File: config.mk
export PLATFORM = sky130hd
export DESIGN_NAME = hazard_ctrl_flat
export DESIGN_NICKNAME = d
export VERILOG_FILES = /design/src/rtl/hazard_ctrl_pkg.sv /design/src/rtl/hazard_ctrl_if.sv /design/src/rtl/hazard_mdu_timer.sv /design/src/rtl/hazard_ctrl.sv /design/src/flat_wrapper.sv
export SDC_FILE = /design/constraint.sdc
export NUM_CORES = 1
export LEC_CHECK = 0
export CAP_MARGIN = 20
export CORE_MARGIN = 1.5
export CORE_UTILIZATION = 58
export CTS_CLUSTER_SIZE = 25
export DETAILED_ROUTE_END_ITERATION = 10
export PLACE_DENSITY = 0.95
export REMOVE_ABC_BUFFERS = 1
export SYNTH_ARGS = -nofsm -noshare
export SYNTH_HDL_FRONTEND = slang
export SYNTH_SLANG_ARGS = --single-unit
File: constraint.sdc
create_clock -name clk -period 4.1 [get_ports clk]
set_input_delay 0.82 -clock clk [delete_from_list [all_inputs] [get_ports clk]]
set_output_delay 0.82 -clock clk [all_outputs]
set_load 0.01 [all_outputs]
File: src/rtl/hazard_ctrl_pkg.sv
// Shared types and constants for the pipeline hazard controller:
// forwarding select encodings, Tuse/Tnew constants and the pipe entry layout.
package hazard_ctrl_pkg;

  // Width of the Tnew field stored in each in-flight entry.
  localparam int ENTRY_TNEW_W = 3;

  // Forwarding source selects, shared by D- and E-stage operands.
  typedef enum logic [1:0] {
    FWD_RF = 2'd0,
    FWD_E  = 2'd1,
    FWD_M  = 2'd2,
    FWD_W  = 2'd3
  } fwdSelT;

  // Tuse value meaning "operand not read".
  localparam logic [ENTRY_TNEW_W-1:0] TUSE_NONE = 3'd3;

  // Cycles after entering E until the result can be forwarded.
  localparam logic [ENTRY_TNEW_W-1:0] TNEW_CALC = 3'd1;
  localparam logic [ENTRY_TNEW_W-1:0] TNEW_LOAD = 3'd2;
  localparam logic [ENTRY_TNEW_W-1:0] TNEW_LINK = 3'd0;

  // One in-flight instruction as tracked through E, M and W.
  typedef struct packed {
    logic [4:0]              waddr;
    logic [ENTRY_TNEW_W-1:0] tnew;
    logic [4:0]              rs;
    logic [4:0]              rt;
    logic                    md;
    logic                    isDiv;
  } pipeEntryT;

  // A bubble writes $0, so it can never match an operand.
  localparam pipeEntryT BUBBLE = '0;

  // True when the entry writes the (non-zero) register idx.
  function automatic logic regMatch(input logic [4:0] idx, input pipeEntryT ent);
    return (idx != 5'd0) && (ent.waddr == idx);
  endfunction

  // True when the entry's result arrives too late for an operand needed at tuse.
  function automatic logic stageStalls(input logic [4:0] idx,
                                       input logic [ENTRY_TNEW_W-1:0] tuse,
                                       input pipeEntryT ent);
    return regMatch(idx, ent) && (ent.tnew > tuse);
  endfunction

  // One stage older: Tnew counts down and holds at zero.
  function automatic pipeEntryT ageEntry(input pipeEntryT ent);
    pipeEntryT r;
    r = ent;
    if (r.tnew != '0) r.tnew = r.tnew - ENTRY_TNEW_W'(1);
    return r;
  endfunction

endpackage

File: src/rtl/hazard_ctrl_if.sv
// Decoder-side bundle: D-stage instruction attributes and flush in,
// stall / forwarding selects / MDU status out.
interface hazard_ctrl_if
  import hazard_ctrl_pkg::*;
#(
  parameter int TNEW_W = ENTRY_TNEW_W
);
  logic [4:0]        d_rs;
  logic [4:0]        d_rt;
  logic [TNEW_W-1:0] d_tuse_rs;
  logic [TNEW_W-1:0] d_tuse_rt;
  logic [4:0]        d_waddr;
  logic [TNEW_W-1:0] d_tnew;
  logic              d_md;
  logic              d_is_div;
  logic              d_mdu_acc;
  logic              flush;
  logic              stall;
  logic [1:0]        fwd_rs_d;
  logic [1:0]        fwd_rt_d;
  logic [1:0]        fwd_rs_e;
  logic [1:0]        fwd_rt_e;
  logic              mdu_busy;

  modport master (
    output d_rs, d_rt, d_tuse_rs, d_tuse_rt, d_waddr, d_tnew,
           d_md, d_is_div, d_mdu_acc, flush,
    input  stall, fwd_rs_d, fwd_rt_d, fwd_rs_e, fwd_rt_e, mdu_busy
  );

  modport slave (
    input  d_rs, d_rt, d_tuse_rs, d_tuse_rt, d_waddr, d_tnew,
           d_md, d_is_div, d_mdu_acc, flush,
    output stall, fwd_rs_d, fwd_rt_d, fwd_rs_e, fwd_rt_e, mdu_busy
  );
endinterface

File: src/rtl/hazard_mdu_timer.sv
// Multi-cycle multiply/divide occupancy counter. Loads when an md op sits in E
// at a clock edge (unless flushed), then counts down to zero.
module hazard_mdu_timer #(
  parameter int MULT_CYCLES = 5,
  parameter int DIV_CYCLES  = 10,
  parameter int CNT_W       = 4
) (
  input  logic clk,
  input  logic reset,
  input  logic eMd,
  input  logic eIsDiv,
  input  logic flush,
  output logic busy
);

  logic [CNT_W-1:0] cntReg;

  // Load on a live md in E; otherwise drain. Flush does not cancel a running op.
  always_ff @(posedge clk) begin
    if (reset) begin
      cntReg <= '0;
    end else if (eMd && !flush) begin
      cntReg <= eIsDiv ? CNT_W'(DIV_CYCLES) : CNT_W'(MULT_CYCLES);
    end else if (cntReg != '0) begin
      cntReg <= cntReg - CNT_W'(1);
    end
  end

  // The op in E counts as busy before its counter has loaded.
  assign busy = (cntReg != '0) | eMd;

endmodule

File: src/rtl/hazard_ctrl.sv
// Stall/forward controller for the 5-stage pipeline. Tracks the destination
// and Tnew of the instructions in E, M and W and derives the D-stage stall and
// the D/E operand forwarding selects.
module hazard_ctrl
  import hazard_ctrl_pkg::*;
#(
  parameter int TNEW_W      = ENTRY_TNEW_W,
  parameter int MULT_CYCLES = 5,
  parameter int DIV_CYCLES  = 10,
  parameter int CNT_W       = 4
) (
  input logic          clk,
  input logic          reset,
  hazard_ctrl_if.slave hz
);

  pipeEntryT eReg;
  pipeEntryT mReg;
  pipeEntryT wReg;
  pipeEntryT dEntry;

  logic                   mduBusy;
  logic                   stallHz;
  logic [1:0]             opHz;
  logic [1:0][4:0]        dIdx;
  logic [1:0][4:0]        eIdx;
  logic [1:0][TNEW_W-1:0] dTuse;
  logic [1:0][1:0]        fwdD;
  logic [1:0][1:0]        fwdE;

  // Only waddr/tnew of M and waddr of W steer decisions; the rest rides along.
  logic unusedBits;
  assign unusedBits = ^{mReg, wReg};

  assign dIdx[0]  = hz.d_rs;
  assign dIdx[1]  = hz.d_rt;
  assign dTuse[0] = hz.d_tuse_rs;
  assign dTuse[1] = hz.d_tuse_rt;
  assign eIdx[0]  = eReg.rs;
  assign eIdx[1]  = eReg.rt;

  // Pack the decoder's view of the D instruction into an entry.
  always_comb begin
    dEntry       = BUBBLE;
    dEntry.waddr = hz.d_waddr;
    dEntry.tnew  = ENTRY_TNEW_W'(hz.d_tnew);
    dEntry.rs    = hz.d_rs;
    dEntry.rt    = hz.d_rt;
    dEntry.md    = hz.d_md;
    dEntry.isDiv = hz.d_md & hz.d_is_div;
  end

  // Per-operand hazard and forwarding; index 0 is rs, index 1 is rt.
  genvar gi;
  generate
    for (gi = 0; gi < 2; gi++) begin : g_op
      logic [ENTRY_TNEW_W-1:0] tuse;
      assign tuse = ENTRY_TNEW_W'(dTuse[gi]);

      assign opHz[gi] = stageStalls(dIdx[gi], tuse, eReg)
                      | stageStalls(dIdx[gi], tuse, mReg);

      // Nearest ready producer wins; W is always ready.
      assign fwdD[gi] = (regMatch(dIdx[gi], eReg) && eReg.tnew == '0) ? FWD_E :
                        (regMatch(dIdx[gi], mReg) && mReg.tnew == '0) ? FWD_M :
                        regMatch(dIdx[gi], wReg)                      ? FWD_W :
                                                                        FWD_RF;

      assign fwdE[gi] = (regMatch(eIdx[gi], mReg) && mReg.tnew == '0) ? FWD_M :
                        regMatch(eIdx[gi], wReg)                      ? FWD_W :
                                                                        FWD_RF;
    end
  endgenerate

  assign stallHz = (|opHz) | (hz.d_mdu_acc & mduBusy);

  // Advance the in-flight entries; flush kills E and M, and wins over stall.
  always_ff @(posedge clk) begin
    if (reset) begin
      eReg <= BUBBLE;
      mReg <= BUBBLE;
      wReg <= BUBBLE;
    end else begin
      wReg <= mReg;
      mReg <= hz.flush ? BUBBLE : ageEntry(eReg);
      eReg <= (hz.flush || stallHz) ? BUBBLE : dEntry;
    end
  end

  hazard_mdu_timer #(
    .MULT_CYCLES (MULT_CYCLES),
    .DIV_CYCLES  (DIV_CYCLES),
    .CNT_W       (CNT_W)
  ) u_mdu (
    .clk    (clk),
    .reset  (reset),
    .eMd    (eReg.md),
    .eIsDiv (eReg.isDiv),
    .flush  (hz.flush),
    .busy   (mduBusy)
  );

  assign hz.stall    = stallHz;
  assign hz.fwd_rs_d = fwdD[0];
  assign hz.fwd_rt_d = fwdD[1];
  assign hz.fwd_rs_e = fwdE[0];
  assign hz.fwd_rt_e = fwdE[1];
  assign hz.mdu_busy = mduBusy;

endmodule

File: src/flat_wrapper.sv
// flat-port wrapper written by rule: the top's interface ports become plain ports
module hazard_ctrl_flat import hazard_ctrl_pkg::*;
#(
  parameter int TNEW_W      = ENTRY_TNEW_W,
  parameter int MULT_CYCLES = 5,
  parameter int DIV_CYCLES  = 10,
  parameter int CNT_W       = 4
)
  (clk, reset, hz_d_rs, hz_d_rt, hz_d_tuse_rs, hz_d_tuse_rt, hz_d_waddr, hz_d_tnew, hz_d_md, hz_d_is_div, hz_d_mdu_acc, hz_flush, hz_stall, hz_fwd_rs_d, hz_fwd_rt_d, hz_fwd_rs_e, hz_fwd_rt_e, hz_mdu_busy);
  hazard_ctrl_if #(.TNEW_W(TNEW_W)) hz_i ();
  input logic clk;
  input logic reset;
  input wire logic [$bits(hz_i.d_rs)-1:0] hz_d_rs;
  input wire logic [$bits(hz_i.d_rt)-1:0] hz_d_rt;
  input wire logic [$bits(hz_i.d_tuse_rs)-1:0] hz_d_tuse_rs;
  input wire logic [$bits(hz_i.d_tuse_rt)-1:0] hz_d_tuse_rt;
  input wire logic [$bits(hz_i.d_waddr)-1:0] hz_d_waddr;
  input wire logic [$bits(hz_i.d_tnew)-1:0] hz_d_tnew;
  input wire logic [$bits(hz_i.d_md)-1:0] hz_d_md;
  input wire logic [$bits(hz_i.d_is_div)-1:0] hz_d_is_div;
  input wire logic [$bits(hz_i.d_mdu_acc)-1:0] hz_d_mdu_acc;
  input wire logic [$bits(hz_i.flush)-1:0] hz_flush;
  output wire logic [$bits(hz_i.stall)-1:0] hz_stall;
  output wire logic [$bits(hz_i.fwd_rs_d)-1:0] hz_fwd_rs_d;
  output wire logic [$bits(hz_i.fwd_rt_d)-1:0] hz_fwd_rt_d;
  output wire logic [$bits(hz_i.fwd_rs_e)-1:0] hz_fwd_rs_e;
  output wire logic [$bits(hz_i.fwd_rt_e)-1:0] hz_fwd_rt_e;
  output wire logic [$bits(hz_i.mdu_busy)-1:0] hz_mdu_busy;
  assign hz_i.d_rs = hz_d_rs;
  assign hz_i.d_rt = hz_d_rt;
  assign hz_i.d_tuse_rs = hz_d_tuse_rs;
  assign hz_i.d_tuse_rt = hz_d_tuse_rt;
  assign hz_i.d_waddr = hz_d_waddr;
  assign hz_i.d_tnew = hz_d_tnew;
  assign hz_i.d_md = hz_d_md;
  assign hz_i.d_is_div = hz_d_is_div;
  assign hz_i.d_mdu_acc = hz_d_mdu_acc;
  assign hz_i.flush = hz_flush;
  assign hz_stall = hz_i.stall;
  assign hz_fwd_rs_d = hz_i.fwd_rs_d;
  assign hz_fwd_rt_d = hz_i.fwd_rt_d;
  assign hz_fwd_rs_e = hz_i.fwd_rs_e;
  assign hz_fwd_rt_e = hz_i.fwd_rt_e;
  assign hz_mdu_busy = hz_i.mdu_busy;
  hazard_ctrl #(.TNEW_W(TNEW_W), .MULT_CYCLES(MULT_CYCLES), .DIV_CYCLES(DIV_CYCLES), .CNT_W(CNT_W)) u_core (.clk(clk), .reset(reset), .hz(hz_i));
endmodule
; Word-level counts from Yosys, hierarchy flattened
; Index checks and enable logic that the tools add are counted.
[totals]
register_bits = 37
out_inout_bits = 10
word_cells = 81
[classes]
n_addsub = 2
magnitude_cmp = 4
n_eq_ne = 10
muxes = 14
bitwise = 6
reduce_logical = 35
[op_table]
columns = operator, n
row1 = == test 5 bit, 10
row2 = logical AND 1 bit, 21
row3 = two-way mux 2 bit, 10
row4 = nonzero test 5 bit, 4
row5 = > comparator 3 bit, 4
row6 = two-way mux 4 bit, 3
row7 = zero test 3 bit, 2
row8 = OR reduction 2 bit, 3
row9 = OR 1 bit, 4
row10 = nonzero test 4 bit, 1
row11 = subtractor 4 x 1 -> 4 bit (second input constant), 1
row12 = two-way mux 3 bit, 1
row13 = nonzero test 3 bit, 1
row14 = subtractor 3 x 1 -> 3 bit (second input constant), 1
row15 = AND 1 bit, 2
row16 = nonzero test 2 bit, 1
row17 = zero test 1 bit, 1
row18 = logical OR 1 bit, 1

; Longest topological paths before layout
; Gate-level depths: netlist of the first run.
[depth]
ltp_word = 8
mapped_depth = 8
mapped_depth_nobuf = 7

; By module
; Synthesis of the first run repeated with hierarchy kept, for this count alone.
[hier_totals]
hier_cells = 283
hier_area_um2 = 2547.4
[by_module_without_submodules]
columns = mod, instances, cells_each, area_per_inst_um2, seq_area_each_um2
row1 = hazard_ctrl, 1, 253, 2285.9, 660.6
row2 = hazard_mdu_timer, 1, 30, 261.5, 80.1

; Least setup slack after synthesis of the first run
; No wires, ideal clock.
[synth_path]
path_kind = input-to-output
from = in hz_d_tuse_rt[1]
to = out hz_stall
arrival_ps = 2053
t_required_ps = 3280
slack_ps = 1227
cell_stages = 7
path_cell_list = inv_1 ha_1 nor2b_1 o21a_1 o21ai_4 o2bb2ai_2 or3_1
[synth_via]
elab_chain_cells = 5
word_cells_on_any_way = 7
cone_classes = order compare: 2 / bitwise: 2 / reduce/logical: 3
[synth_rtl]
columns = element, line_no
row1 = start: declaration, flat_wrapper.sv:16  ; input wire logic [$bits(hz_i.d_tuse_rt)-1:0] hz_d_tuse_rt;
row2 = > comparator 3 bit, hazard_ctrl_pkg.sv:46  ; return regMatch(idx, ent) && (ent.tnew > tuse);
row3 = logical AND 1 bit, hazard_ctrl_pkg.sv:46
row4 = OR 1 bit (*), hazard_ctrl.sv:61  ; | stageStalls(dIdx[gi], tuse, mReg);
row5 = OR reduction 2 bit (*), hazard_ctrl.sv:75  ; assign stallHz = (|opHz) | (hz.d_mdu_acc & mduBusy);
row6 = OR 1 bit (*), hazard_ctrl.sv:75
row7 = end: declaration, flat_wrapper.sv:23  ; output wire logic [$bits(hz_i.stall)-1:0] hz_stall;
; Mark *: on every way between the ends. The rest lies on a longest branch, timed or not.

; Final worst setup path of the first run
; Ends and elaborated chain as after synthesis.

==> flow_metrics.env, run 1 <==
export IMPL_num_rows=23
export IMPL_yosysSeqAreaShare=0.294
export IMPL_hold_path_class="reg2reg"
export IMPL_synth_cell_types=36
export IMPL_final_common_cell="clkdlybuf4s50_1"
export IMPL_hold_end="u_core.u_mdu.cntReg[1]$_SDFFE_PP0P_"
export IMPL_antenna_left=0
export IMPL_overflow=0
export IMPL_start_util=0.616
export IMPL_die_area_um2=4750
export IMPL_r2r_cells=7
export IMPL_hp_start="u_core.eReg[0]$_SDFF_PP0_"
export IMPL_period_needed_ns=3.98
export IMPL_hold_viol=0
export IMPL_synth_edf_count=0
export IMPL_antenna_found_initial=0
export IMPL_synth_area_per_cell_um2=8.90
export IMPL_synth_seq_cells=37
export IMPL_leakagePower_nw=1.20
export IMPL_total_power_w=0.00115
export IMPL_fin_tns_setup_ns=0
export IMPL_final_cell_mix="clkdlybuf4s50_1 (39), dfxtp_1 (37), xor2_1 (28), nand2_1 (28), xnor2_1 (26)"
export IMPL_cts_buffers=5
export IMPL_fin_skew_ns=0.00353
export IMPL_drv_cap=0
export IMPL_first_iter_violations=79
export IMPL_worstPathRequired_ns=3.28
export IMPL_synth_main_ff_cell="dfxtp_1"
export IMPL_worstSetupEndpointType="output port"
export IMPL_fill_cells=299
export IMPL_cellPowerDensity_nw_per_um2=390
export IMPL_arrival_ns=3.16
export IMPL_wirelength_mm=5.55
export IMPL_vias=2058
export IMPL_grt_pass1_vias=1909
export IMPL_drt_first_pass_iters=4
export IMPL_status="finished, final reports clean"
export IMPL_timing_rr_start="u_core.eReg[13]$_SDFF_PP0_"
export IMPL_regArea_um2=741
export IMPL_routedWlPerCell_um=15.5
export IMPL_reg2reg_slack_ns=2.15
export IMPL_drcViolationCount=0
export IMPL_drive_above_1_share=0.117
export IMPL_multiInputGateArea_um2=1590
export IMPL_holdBufCountCts=0
export IMPL_timing_fmax_mhz=251
export IMPL_worstReg2RegEnd="u_core.eIdx[4]$_SDFF_PP0_"
export IMPL_syn_to_final_growth_pct=17.4
export IMPL_syn_area_um2=2520
export IMPL_synth_cells=283
export IMPL_fin_crit_sh=0.971
export IMPL_cts_tree="done"
export IMPL_rsz0062_at_grt="no"
export IMPL_cp_max_fo=2
export IMPL_yosys_warnings=0
export IMPL_die_x_um=68.9
export IMPL_startpoint="hz_d_tuse_rt[1]"
export IMPL_hpwl_mm=4.16
export IMPL_grt_max_degree=25
export IMPL_fin_nets=356
export IMPL_cts_buffer_depth=2
export IMPL_die_h_um=68.9
export IMPL_cp_start_kind="input pin"
export IMPL_slew_limit_headroom=0.684
export IMPL_antennaDiodeCount=0
export IMPL_ir_drop_mv=0.299
export IMPL_numClockSinks=37
export IMPL_core_area_um2=4090
export IMPL_slew_viol_final=0
export IMPL_grt_pass1_wl_mm=8.73
export IMPL_cts_resized=0
export IMPL_crit_type="in2out"
export IMPL_tightest_slew_ns=0.472
export IMPL_clkLatencyLatePin_ns=0.29
export IMPL_finalSetupViolCount=0
export IMPL_clkTransAtPathRegs_ns=0.06
export IMPL_cts_root_buffer="clkbuf_8"
export IMPL_async_flop_share=0
export IMPL_htree_levels=2
export IMPL_via_per_inst=5.73
export IMPL_num_io_pins=40
export IMPL_postCtsSetupBuffers=0
export IMPL_grt_use_total=0.258
export IMPL_min_path_cells=2
export IMPL_portBuffers=39
export IMPL_place_congestion=0.922
[critical path, cell delays in order]
cell	delay, ns
clkdlybuf4s50_1	0.45
inv_1	0.05
ha_1	0.30
nor2b_1	0.14
o21a_1	0.16
o21ai_0	0.25
o22ai_2	0.12
or3_1	0.36
clkdlybuf4s50_1	0.50
[power breakdown]
| group | switching (W) | total, W | internal [W] |
|---|---|---|---|
| Combinational | 0.000232 | 0.000462 | 0.000231 |
| Sequential | 0.0000415 | 0.000439 | 0.000398 |
| Clock | 0.000117 | 0.000250 | 0.000133 |
[cell type report]
type,instances,share of cell area
clock buffers,7,0.0292
inverters,14,0.0178
multi-input cells,208,0.539
flip-flops and latches,37,0.251
well taps,50,0.0212
repair buffers,43,0.142
[cell usage after synthesis (7+ instances only)]
master | n | area [µm²]
xor2_1 | 28 | 245
dfxtp_1 | 37 | 741
buf_2 | 13 | 65.1
and2_1 | 7 | 43.8
xnor2_1 | 26 | 228
nand2_1 | 28 | 105
nor3_1 | 12 | 60.1
ha_1 | 17 | 213
inv_1 | 14 | 52.6
nand4_1 | 8 | 50.1
nor2b_1 | 11 | 68.8
nor2_1 | 14 | 52.6
nor4_2 | 20 | 250
[stage by stage]
stage	hold slack [ns]	instances	cell area, µm²	setup WS, ns	util
finish	0.495	359	2960	0.119	0.724
global route	0.507	359	2960	0.0255	0.724
CTS	0.497	359	2960	0.129	0.724
detailed placement	0.488	352	2870	0.135	0.702
global placement	0.469	352	2870	0.241	0.702
floorplan	0.440	259	2380	0.169	-
[metal layers]
metal  GRT usage  vias to the layer above  share of wire
met5           0                        -              0
met4       0.118                        0          0.025
met3      0.0536                       12          0.052
met2       0.438                       58           0.50
met1       0.313                      990           0.42
li1            -                      998              -
[state kept, by name (all words and copies together), names as in the netlist]
name	count
u_core.wReg	5
u_core.mReg	8
u_core.u_mdu.cntReg	4
u_core.eIdx	10
u_core.eReg	10
[how the worst max path moves through the flow]
stage / slack [ns] / end / depth (start not counted)
3_3_place_gp: 0.24 / hz_stall / 9
2_1_floorplan: 0.17 / hz_stall / 7
6_report: 0.12 / hz_stall / 9
3_5_place_dp: 0.14 / hz_stall / 9
4_1_cts: 0.13 / hz_stall / 9
5_1_grt: 0.03 / hz_stall / 9
[kinds of logic (layout without fill, tap and decap cells)]
logic type                 after synthesis  in the layout  synth area share
AOI/OAI and AO/OA                       20             20            0.0591
xor gates and xnor gates                54             54             0.188
adders and majority gates               17             17            0.0844
buffers and inverters                   38             64            0.0755
DFF                                     37             37             0.294
and+or+nand+nor                        117            117             0.299
(Power assumes the default switching activity.)
==> inputs of run 2 (changes only) <==
CORE_UTILIZATION = 54   (was 58)
PLACE_DENSITY = 0.9   (was 0.95)
clock period = 3.86 ns   (was 4.1 ns; I/O delays follow)
==> flow_metrics.env, run 2 (synthesis gave the netlist of run 1 again) <==
export IMPL_crit_type="in2out"
export IMPL_num_rows=24
export IMPL_crit_slowest_cell="clkdlybuf4s50_1"
export IMPL_fin_skew_ns=0.00768
export IMPL_numClockSinks=37
export IMPL_final_common_cell="clkdlybuf4s50_1"
export IMPL_drive_above_1_share=0.123
export IMPL_core_area_um2=4410
export IMPL_fin_nets=356
export IMPL_cts_tree="done"
export IMPL_total_power_w=0.00125
export IMPL_crit_buf_inv=2
export IMPL_cp_top_family="buffers and inverters"
export IMPL_cts_buffers=5
export IMPL_cts_resized=0
export IMPL_fin_cells=362
export IMPL_fin_crit_sh=0.960
export IMPL_antenna_left=0
export IMPL_die_x_um=71.3
export IMPL_first_iter_violations=107
export IMPL_die_area_um2=5080
export IMPL_reg2reg_slack_ns=1.94
export IMPL_r2r_cells=7
export IMPL_worstSetupEndpointType="output port"
export IMPL_cp_max_fo=5
export IMPL_clkTransAtPathRegs_ns=0.06
export IMPL_worstPathCellList="clkdlybuf4s50_1 > nor3_2 > nand2_1 > nand4_1 > nor2_1 > o41ai_1 > clkdlybuf4s50_1"
export IMPL_leakagePower_nw=1.22
export IMPL_rsz0062_at_grt="no"
export IMPL_dp_cells=354
export IMPL_wirelength_mm=5.50
export IMPL_hpwl_mm=4.10
export IMPL_syn_to_final_growth_pct=18.2
export IMPL_hold_viol=0
export IMPL_cp_start_kind="input pin"
export IMPL_drv_cap=0
export IMPL_crit_top_cell="clkdlybuf4s50_1"
export IMPL_timing_rr_start="u_core.eReg[13]$_SDFF_PP0_"
export IMPL_cts_buffer_depth=2
export IMPL_num_io_pins=40
export IMPL_routedWlPerCell_um=15.2
export IMPL_htree_levels=2
export IMPL_period_needed_ns=3.70
export IMPL_antennaDiodeCount=0
export IMPL_holdBufCountCts=0
export IMPL_grt_pass1_vias=2023
export IMPL_die_h_um=71.3
export IMPL_grt_pass1_wl_mm=9.15
export IMPL_antenna_found_initial=0
export IMPL_clkLatencyLatePin_ns=0.29
export IMPL_hold_path_class="reg2reg"
export IMPL_start_util=0.571
export IMPL_slew_limit_headroom=0.679
export IMPL_finalSetupViolCount=0
export IMPL_portBuffers=39
export IMPL_min_path_cells=2
export IMPL_grt_max_degree=23
export IMPL_hp_start="u_core.eReg[0]$_SDFF_PP0_"
export IMPL_overflow=0
export IMPL_hold_end="u_core.u_mdu.cntReg[1]$_SDFFE_PP0P_"
export IMPL_fin_tns_setup_ns=0
export IMPL_drt_first_pass_iters=4
export IMPL_place_ws_ns=0.0605
export IMPL_final_cell_mix="clkdlybuf4s50_1 (38), dfxtp_1 (37), xor2_1 (28), nand2_1 (28), xnor2_1 (26)"
export IMPL_timing_fmax_mhz=270
export IMPL_fill_cells=355
export IMPL_worstReg2RegEnd="u_core.eIdx[9]$_SDFF_PP0_"
export IMPL_vias=1989
export IMPL_cellPowerDensity_nw_per_um2=421
export IMPL_worst_slack_ns=0.156
export IMPL_slew_viol_final=0
export IMPL_status="finished, final reports clean"
export IMPL_critical_path_max_stage_delay_ns=0.63
export IMPL_place_congestion=0.901
export IMPL_tightest_slew_ns=0.480
export IMPL_cts_root_buffer="clkbuf_8"
export IMPL_via_per_inst=5.49
export IMPL_arrival_ns=2.93
export IMPL_worstPathRequired_ns=3.09
export IMPL_postCtsSetupBuffers=0
export IMPL_drcViolationCount=0
export IMPL_grt_use_total=0.233
export IMPL_ir_drop_mv=0.350
[run 2: changes by cell type in the layout (fill, tap and decap cells not counted), sizes merged]
cell           previous run  this run
clkinv                    0         1
clkdlybuf4s50            39        38
dlymetal6s2s              0         1
[run 2: layer usage]
metal  routed length [µm]  up-vias  GRT usage
li1                     -      998          -
met1                 2380      921      0.285
met2                 2650       58      0.384
met3                  300       12     0.0520
met4                  160        0      0.119
met5                    0        -          0
[run 2: worst max path at each step]
stage                     from              to  slack, ns  cells past startpoint
2_1_floorplan  hz_d_tuse_rs[1]        hz_stall       0.02                      7
3_3_place_gp   hz_d_tuse_rt[1]        hz_stall       0.09                      9
3_5_place_dp   hz_d_tuse_rt[1]        hz_stall       0.06                      9
4_1_cts        hz_d_tuse_rt[1]        hz_stall       0.04                      9
5_1_grt             hz_d_rs[1]  hz_fwd_rs_d[0]       0.05                      7
6_report            hz_d_rs[0]  hz_fwd_rs_d[0]       0.16                      7
[run 2: worst register-to-register path, cell delays in order (launching register included)]
cell and delay, ns:
dfxtp_1 0.43, ha_1 0.28, nor2b_1 0.14, o21a_1 0.16, o21ai_0 0.19, o22ai_2 0.11, buf_4 0.24, nor4_2 0.26
[run 2: final cells by class]
type | instances | area, µm² | area share
clock buffer | 7 | 96.3 | 0.0324
sequential | 37 | 741 | 0.249
multi-input combinational | 208 | 1590 | 0.536
timing repair buffer | 43 | 423 | 0.142
inverter | 14 | 52.6 | 0.0177
tap | 52 | 65.1 | 0.0219
clock inverter | 1 | 5.00 | 0.00168
[run 2: power by group]
part           leakage (nW)  switching [W]  internal, W
registers             0.301      0.0000432     0.000422
logic                 0.866       0.000248     0.000245
clock network        0.0542       0.000132     0.000161
[run 2: stage by stage]
stage               cell area, µm²  utilization  hold WS (ns)
finish                        2980        0.674         0.478
global route                  2980        0.674         0.501
detailed placement            2870        0.651         0.475
global placement              2870        0.651         0.464
CTS                           2970        0.674         0.484
floorplan                     2380            -         0.440
